**src/rtl/beef_pkg.sv**
```systemverilog
// rtl/beef_pkg.sv - operation and state encodings shared by cell_rmw and its bench
package beef_pkg;

  typedef enum logic [2:0] {
    OP_NOP   = 3'd0,
    OP_ADD   = 3'd1,
    OP_SUB   = 3'd2,
    OP_RIGHT = 3'd3,
    OP_LEFT  = 3'd4,
    OP_IN    = 3'd5,
    OP_OUT   = 3'd6,
    OP_CLR   = 3'd7
  } op_e;

  typedef enum logic [1:0] {
    ST_IDLE     = 2'd0,
    ST_EXEC     = 2'd1,
    ST_IN_WAIT  = 2'd2,
    ST_OUT_WAIT = 2'd3
  } state_e;

endpackage

```
**src/rtl/cell_rmw.sv**
```systemverilog
// rtl/cell_rmw.sv - data-cell read-modify-write engine with pointer and byte I/O handshakes
// Optional CELL_ZERO_FLAG_EN: read the current cell while idle and report mem[ptr]==0.
module cell_rmw
  import beef_pkg::*;
#(
  parameter int AW = 8
) (
  input  logic          clk,
  input  logic          reset,
  input  logic          op_valid,
  output logic          op_ready,
  input  logic [2:0]    op_code,
  input  logic [7:0]    op_arg,
  output logic          op_done,
  output logic [AW-1:0] ptr,
  output logic          cell_zero,
  output logic [AW-1:0] memReadAddress,
  output logic [AW-1:0] memWriteAddress,
  output logic          ReadMem,
  output logic          WriteMem,
  output logic [7:0]    memDataIn,
  input  logic [7:0]    memDataOut,
  input  logic          in_valid,
  input  logic [7:0]    in_data,
  output logic          in_ready,
  output logic          out_valid,
  output logic [7:0]    out_data,
  input  logic          out_ready
);

  state_e        state;
  op_e           cur_op;
  logic [7:0]    cur_arg;
  logic [AW-1:0] arg_ext;
  logic          exec_reads;

  assign arg_ext         = AW'(cur_arg);
  assign memReadAddress  = ptr;
  assign memWriteAddress = ptr;
  assign op_ready        = (state == ST_IDLE) && !reset;
  assign in_ready        = (state == ST_IN_WAIT) && !reset;
  assign exec_reads      = (state == ST_EXEC) &&
                           (cur_op == OP_ADD || cur_op == OP_SUB || cur_op == OP_OUT);

`ifdef CELL_ZERO_FLAG_EN
  assign ReadMem   = exec_reads || (state == ST_IDLE);
  assign cell_zero = (state == ST_IDLE) && (memDataOut == 8'd0);
`else
  assign ReadMem   = exec_reads;
  assign cell_zero = 1'b0;
`endif

  // Writes are suppressed while reset is high so an aborted operation leaves memory untouched.
  always_comb begin
    WriteMem  = 1'b0;
    memDataIn = 8'd0;
    if (!reset) begin
      case (state)
        ST_EXEC: begin
          case (cur_op)
            OP_ADD: begin
              WriteMem  = 1'b1;
              memDataIn = memDataOut + cur_arg;
            end
            OP_SUB: begin
              WriteMem  = 1'b1;
              memDataIn = memDataOut - cur_arg;
            end
            OP_CLR: WriteMem = 1'b1;
            default: ;
          endcase
        end
        ST_IN_WAIT: begin
          if (in_valid) begin
            WriteMem  = 1'b1;
            memDataIn = in_data;
          end
        end
        default: ;
      endcase
    end
  end

  always_ff @(posedge clk) begin
    if (reset) begin
      state     <= ST_IDLE;
      cur_op    <= OP_NOP;
      cur_arg   <= 8'd0;
      ptr       <= '0;
      op_done   <= 1'b0;
      out_valid <= 1'b0;
      out_data  <= 8'd0;
    end else begin
      op_done <= 1'b0;
      case (state)
        ST_IDLE: begin
          if (op_valid) begin
            cur_op  <= op_e'(op_code);
            cur_arg <= op_arg;
            state   <= ST_EXEC;
          end
        end
        ST_EXEC: begin
          case (cur_op)
            OP_IN:  state <= ST_IN_WAIT;
            OP_OUT: begin
              out_data  <= memDataOut;
              out_valid <= 1'b1;
              state     <= ST_OUT_WAIT;
            end
            default: begin
              if (cur_op == OP_RIGHT) ptr <= ptr + arg_ext;
              if (cur_op == OP_LEFT)  ptr <= ptr - arg_ext;
              op_done <= 1'b1;
              state   <= ST_IDLE;
            end
          endcase
        end
        ST_IN_WAIT: begin
          if (in_valid) begin
            op_done <= 1'b1;
            state   <= ST_IDLE;
          end
        end
        ST_OUT_WAIT: begin
          if (out_ready) begin
            out_valid <= 1'b0;
            op_done   <= 1'b1;
            state     <= ST_IDLE;
          end
        end
        default: state <= ST_IDLE;
      endcase
    end
  end

endmodule

```
**config.mk**
```make
export PLATFORM = sky130hd
export DESIGN_NAME = cell_rmw
export DESIGN_NICKNAME = d
export VERILOG_FILES = /design/src/rtl/beef_pkg.sv /design/src/rtl/cell_rmw.sv
export SDC_FILE = /design/constraint.sdc
export NUM_CORES = 1
export LEC_CHECK = 0
export CAP_MARGIN = 0
export CORE_ASPECT_RATIO = 0.5
export CORE_MARGIN = 2
export CORE_UTILIZATION = 46
export CTS_BUF_LIST = sky130_fd_sc_hd__clkbuf_8
export DETAILED_ROUTE_END_ITERATION = 16
export PLACE_DENSITY = 0.8
export SYNTH_ARGS = -nofsm -noshare
export SYNTH_HDL_FRONTEND = slang
export SYNTH_SLANG_ARGS = --single-unit
```
**constraint.sdc**
```tcl
create_clock -name clk -period 3.45 [get_ports clk]
set_input_delay 0.69 -clock clk [delete_from_list [all_inputs] [get_ports clk]]
set_output_delay 0.69 -clock clk [all_outputs]
set_load 0.02 [all_outputs]
```
; After elaboration in Yosys (flattened, before gate mapping)
; Index checks and enable logic that the tools add are counted.
[op_classes]
add_sub_neg = 4
eq_ne = 14
n_mux = 21
bitwise_logic = 1
reduce_logical = 16
[op_table]
columns = op, n
row1 = 8-bit 2-to-1 mux, 4
row2 = 8-bit one-hot mux with 2 select lines, 2
row3 = 8-bit adder, 2
row4 = 8-bit subtractor, 2
row5 = "3-bit == test, second input constant", 4
row6 = 3-bit AND reduction, 3
row7 = 2-bit one-hot mux with 4 select lines, 1
row8 = 1-bit 2-to-1 mux, 7
row9 = "3-bit by 2-bit == test with 1-bit output, second input constant", 2
row10 = 2-bit 2-to-1 mux, 3
row11 = "2-bit inequality test, second input constant", 3
row12 = "2-bit == test, second input constant", 2
row13 = 1-bit one-hot mux with 2 select lines, 2
row14 = 2-bit one-hot mux with 2 select lines, 1
row15 = 2-bit AND reduction, 2
row16 = 2-bit nonzero test, 2
row17 = "3-bit by 1-bit == test with 1-bit output, second input constant", 1
row18 = 1-bit logical AND, 3
row19 = 1-bit one-hot mux with 3 select lines, 1
row20 = 3-bit OR reduction, 1
row21 = "2-bit by 1-bit == test with 1-bit output, second input constant", 1
row22 = 2-bit logical NOT, 1
row23 = 1-bit logical OR, 2
row24 = "2-bit by 1-bit inequality test with 1-bit output, second input constant", 1
row25 = 3 further kinds, 3
[totals]
regBits = 31
in_bits = 32
out_inout_bits = 47
word_cells = 63

; Longest topological paths before layout
[logic_depth]
ltp_word = 5
ltp_mapped = 13
depth_no_buf = 12

; Least setup slack after synthesis
; Ideal clock, no wire load.
[synth_path]
kind = reg2out
startpoint = register cur_op[1]
endpoint = output memDataIn[7]
t_arrival_ps = 2467
required_time_ps = 2760
setup_slack_ps = 293
path_stages_with_launch = 14
n_path_buf = 2
cell_sequence = dfxtp_1 -> buf_4 -> nor2b_4 -> nor2b_4 -> buf_6 -> mux2_2 -> inv_1 -> ha_1 -> nor2b_1 -> o31a_1 -> nor4_1 -> o21bai_1 -> xnor2_1 -> a22o_1
[synth_between]
elab_chain_cells = 4
word_cells_on_any_way = 5
cone_classes = 2 x eq/ne / 3 x mux
[synth_lines]
columns = element, line
row1 = from (decl), cell_rmw.sv:32  ; op_e cur_op;
row2 = from (signal assigned), cell_rmw.sv:98  ; cur_op <= op_e'(op_code);
row3 = 3-bit by 2-bit == test with 1-bit output or 3-bit by 1-bit == test with 1-bit output (tied branches), cell_rmw.sv:60  ; case (cur_op)
row4 = 8-bit one-hot mux with 2 select lines *, cell_rmw.sv:60
row5 = 8-bit one-hot mux with 2 select lines *, cell_rmw.sv:58  ; case (state)
row6 = 8-bit 2-to-1 mux *, cell_rmw.sv:57  ; if (!reset) begin
row7 = to (decl), cell_rmw.sv:21  ; output logic [7:0] memDataIn,
; Every way passes the cells marked *; elsewhere a longest branch is shown, timed or not.

; Final worst setup path
[layout_path]
startpoint = register cur_arg[0], in the netlist arg_ext[0]
endpoint = output memDataIn[7]
[layout_between]
elab_chain_cells = 4
word_cells_on_any_way = 5
cone_classes = 2 x add/sub / 3 x mux
[layout_lines]
columns = element, line
row1 = from (decl), cell_rmw.sv:33  ; logic [7:0] cur_arg;
row2 = from (signal assigned), cell_rmw.sv:99  ; cur_arg <= op_arg;
row3 = 8-bit subtractor or 8-bit adder (tied branches), "cell_rmw.sv:67, cell_rmw.sv:63"
row4 = 8-bit one-hot mux with 2 select lines *, cell_rmw.sv:60
row5 = 8-bit one-hot mux with 2 select lines *, cell_rmw.sv:58
row6 = 8-bit 2-to-1 mux *, cell_rmw.sv:57
; Marked as above.

==> metrics <==
IO Pins=79; worst-skew pair later-pin latency=around 280 ps; Layout Nets=455; WL final=6.53 mm; Synth async-reset ratio=0%; Worst Path Required=2760 ps; leakage power=1.43 nW; pwr/cell area=about 380 mW/mm²; slowest cell delay on critical path=340 ps; core region area=0.00504 mm²; Mapped Area=0.00246 mm²; cells after synthesis=311; CTS tree=built; Netlist cell types=52; Worst Path Class, Setup=register to output port; Final Max Tran Viols=0; CTS Root Cell=clkbuf_8; clk slew on worst S/H paths=70 ps; Synth top area share=25.2%; Overflow after GRT=0; Hold Path Class=register to register; vias in the first global route=2,216; site row count=18; DR iter-0 viols=102; post-route ant nets=0; htree depth=2; largest area contributor in the synthesized netlist=dfxtp_1; syn nets=365; most frequent cells in the layout=clkdlybuf4s50_1 (70), nand2_1 (49), buf_4 (38), nor2_1 (35), a21oi_1 (29); fmax=0.293 GHz; sequential area share after synthesis=between 20% and 30%; IO Port Bufs=77; Num CTS Buffers=5; max_cap viols=0; width of the die=between 100 and 150 µm; setup violators final=0; Pre-antenna DRT Iters=4; Worst Path Buf+Inv=3; Post-synth EDFFs=0; #FFs+latches synth=31; status=completed; gpl congestion=0.903; Peak VDD IR=roughly 0.00016 V; Warnings, synthesis=0; area grow syn2layout=44.7%; Final Skew=5.27 ps; initial antenna violation count=0; CP Data Arrival Time=2720 ps; worst-path fanout max=3; largest net degree at the start of global routing=34; final worst-path cycle share=98.9%; Setup Total Neg Slack=0 ps; Via Count=2,404; Initial Util=48.7%; first-pass GRT wire length=between 10 and 15 mm; ys flop type=dfxtp_1; endpoint class of the critical path=output port; clock sinks=31; total power=roughly 0.0013 W; RSZ-0062 raised after global routing=true; CP max stage cell=dfxtp_2; endpoints failing hold=0; Vias/cell=approximately 5.1; Residual DRC=0; startpoint types=register; WL/cell=13.8 µm; crit path cell chain=inv_1 > ha_1 > mux2_4 > inv_2 > ha_4 > nor2b_4 > o31a_1 > nor4_2 > o21bai_1 > xnor2_1 > a22o_1 > buf_6; syn avg cell area=7.91 µm²; gr usage total=21.0%; synth top area cells=dfxtp_1 (25%), ha_1 (10%), nand2_1 (7.5%); most common cell after layout, fill and taps aside=clkdlybuf4s50_1; full die area=0.00598 mm²; Die Y=about 56 µm; Tmin final=3410 ps; HPWL after detailed placement=between 4 and 5 mm; share of cells above drive strength 1=18.4%; clock buffer depth=2; hold_ws=between 400 and 500 ps; antenna cells=0; CP delay by family, top=compound AO/OA/AOI/OAI gates
==> layout make-up <==
type / instances / area (µm²)
clock inverter: 1 / 3.75
tap: 70 / 87.6
sequential: 31 / 624
timing repair buffer: 114 / 1030
fill: 423 / 1490
multi-input combinational: 236 / 1660
inverter: 13 / 48.8
clock buffer: 7 / 96.3
==> final timing paths <==
path | startpoint | to | slack [ps] | depth (start not counted)
setup / recovery | arg_ext[0] | memDataIn[7] | 40 | 12
hold / removal | out_data[3] | out_data[3] | 460 | 2
setup reg to reg | cur_op[2] | memReadAddress[7] | 630 | 10
hold reg to reg | out_data[3] | out_data[3] | 460 | 2
==> cell families (layout without fill, tap and decap cells) <==
logic type               after synthesis  count (layout)  synth area share (%)
AO/OA/AOI/OAI                         61              61                  16.1
XOR/XNOR                              25              25                  9.21
adder cells (fa/ha/maj)               22              22                  11.8
buffers and inverters                 44             135                  10.4
flip-flops                            31              31                  25.2
multiplexers                           7               7                  2.90
other                                  1               1                 0.153
AND/OR/NAND/NOR                      120             120                  24.2
==> synth_stat cells (2+ instances only) <==
| library cell | count |
|---|---|
| ha_1 | 20 |
| nand3_1 | 4 |
| buf_6 | 2 |
| nor2_1 | 35 |
| o21a_1 | 4 |
| nor3b_1 | 3 |
| a21o_1 | 3 |
| clkbuf_1 | 7 |
| nor2b_4 | 2 |
| xor2_1 | 4 |
| buf_4 | 19 |
| and2_1 | 3 |
| and3_1 | 2 |
| nor3_1 | 5 |
| nand2b_1 | 4 |
| xnor2_1 | 20 |
| fa_1 | 2 |
| dfxtp_1 | 31 |
| nand2_1 | 49 |
| nor2b_1 | 4 |
| a22oi_1 | 4 |
| mux2i_1 | 6 |
| a22o_1 | 3 |
| a21oi_1 | 29 |
| o211ai_1 | 2 |
| a211oi_1 | 3 |
| o21ai_0 | 3 |
| buf_2 | 2 |
| inv_1 | 13 |
==> sequential cells by signal, summed over array words and instances (netlist names) <==
register,count
out_data,8
memReadAddress,8
out_valid,1
arg_ext,8
state,2
cur_op,3
op_done,1
==> layer usage <==
layer / part of all wire [%] / wire (µm) / global-route usage [%] / vias up
met3: 5.0 / 327 / 5.15 / 4
met5: 0 / 0 / 0 / -
li1: - / - / - / 1216
met4: 0.54 / 35 / 3.48 / 0
met1: 47 / 3100 / 26.6 / 1115
met2: 47 / 3070 / 36.9 / 69
==> what timing repair did <==
item / 4_1_cts / 5_1_grt
pin swaps: 3 / 11
resized for setup: 28 / 12
hold buffers: 0 / 0
endpoints found under the setup margin: 7 / 5
setup buffers: 1 / 5
==> worst reg2reg max path, cell delays in order, from the launching register on <==
cell and delay (ps):
dfxtp_1 380, buf_4 190, nor3b_4 390, mux2i_1 410, ha_1 300, nand2b_1 100
a21oi_1 100, nor4_2 410, or3_1 190, a21oi_1 50, nand4b_1 180
==> per-stage QoR <==
| step | setup slack [ps] | area, µm² | utilization, % | std cells |
|---|---|---|---|---|
| final | 36.6 | 3560 | 70.5 | 472 |
| after global routing | -97.7 | 3560 | 70.5 | 472 |
| after CTS | -101 | 3480 | 68.9 | 467 |
| after detailed placement | -415 | 3340 | 66.3 | 458 |
| after global placement | -341 | 3340 | 66.3 | 458 |
| after floorplan | 293 | 2460 | - | 311 |
==> report_power, final <==
| group | switching [W] | internal [W] |
|---|---|---|
| clock | 0.000144 | 0.000179 |
| combinational | 0.000296 | 0.000324 |
| sequential | 0.0000195 | 0.000374 |
Note: power is estimated with default switching activity, not from simulation.
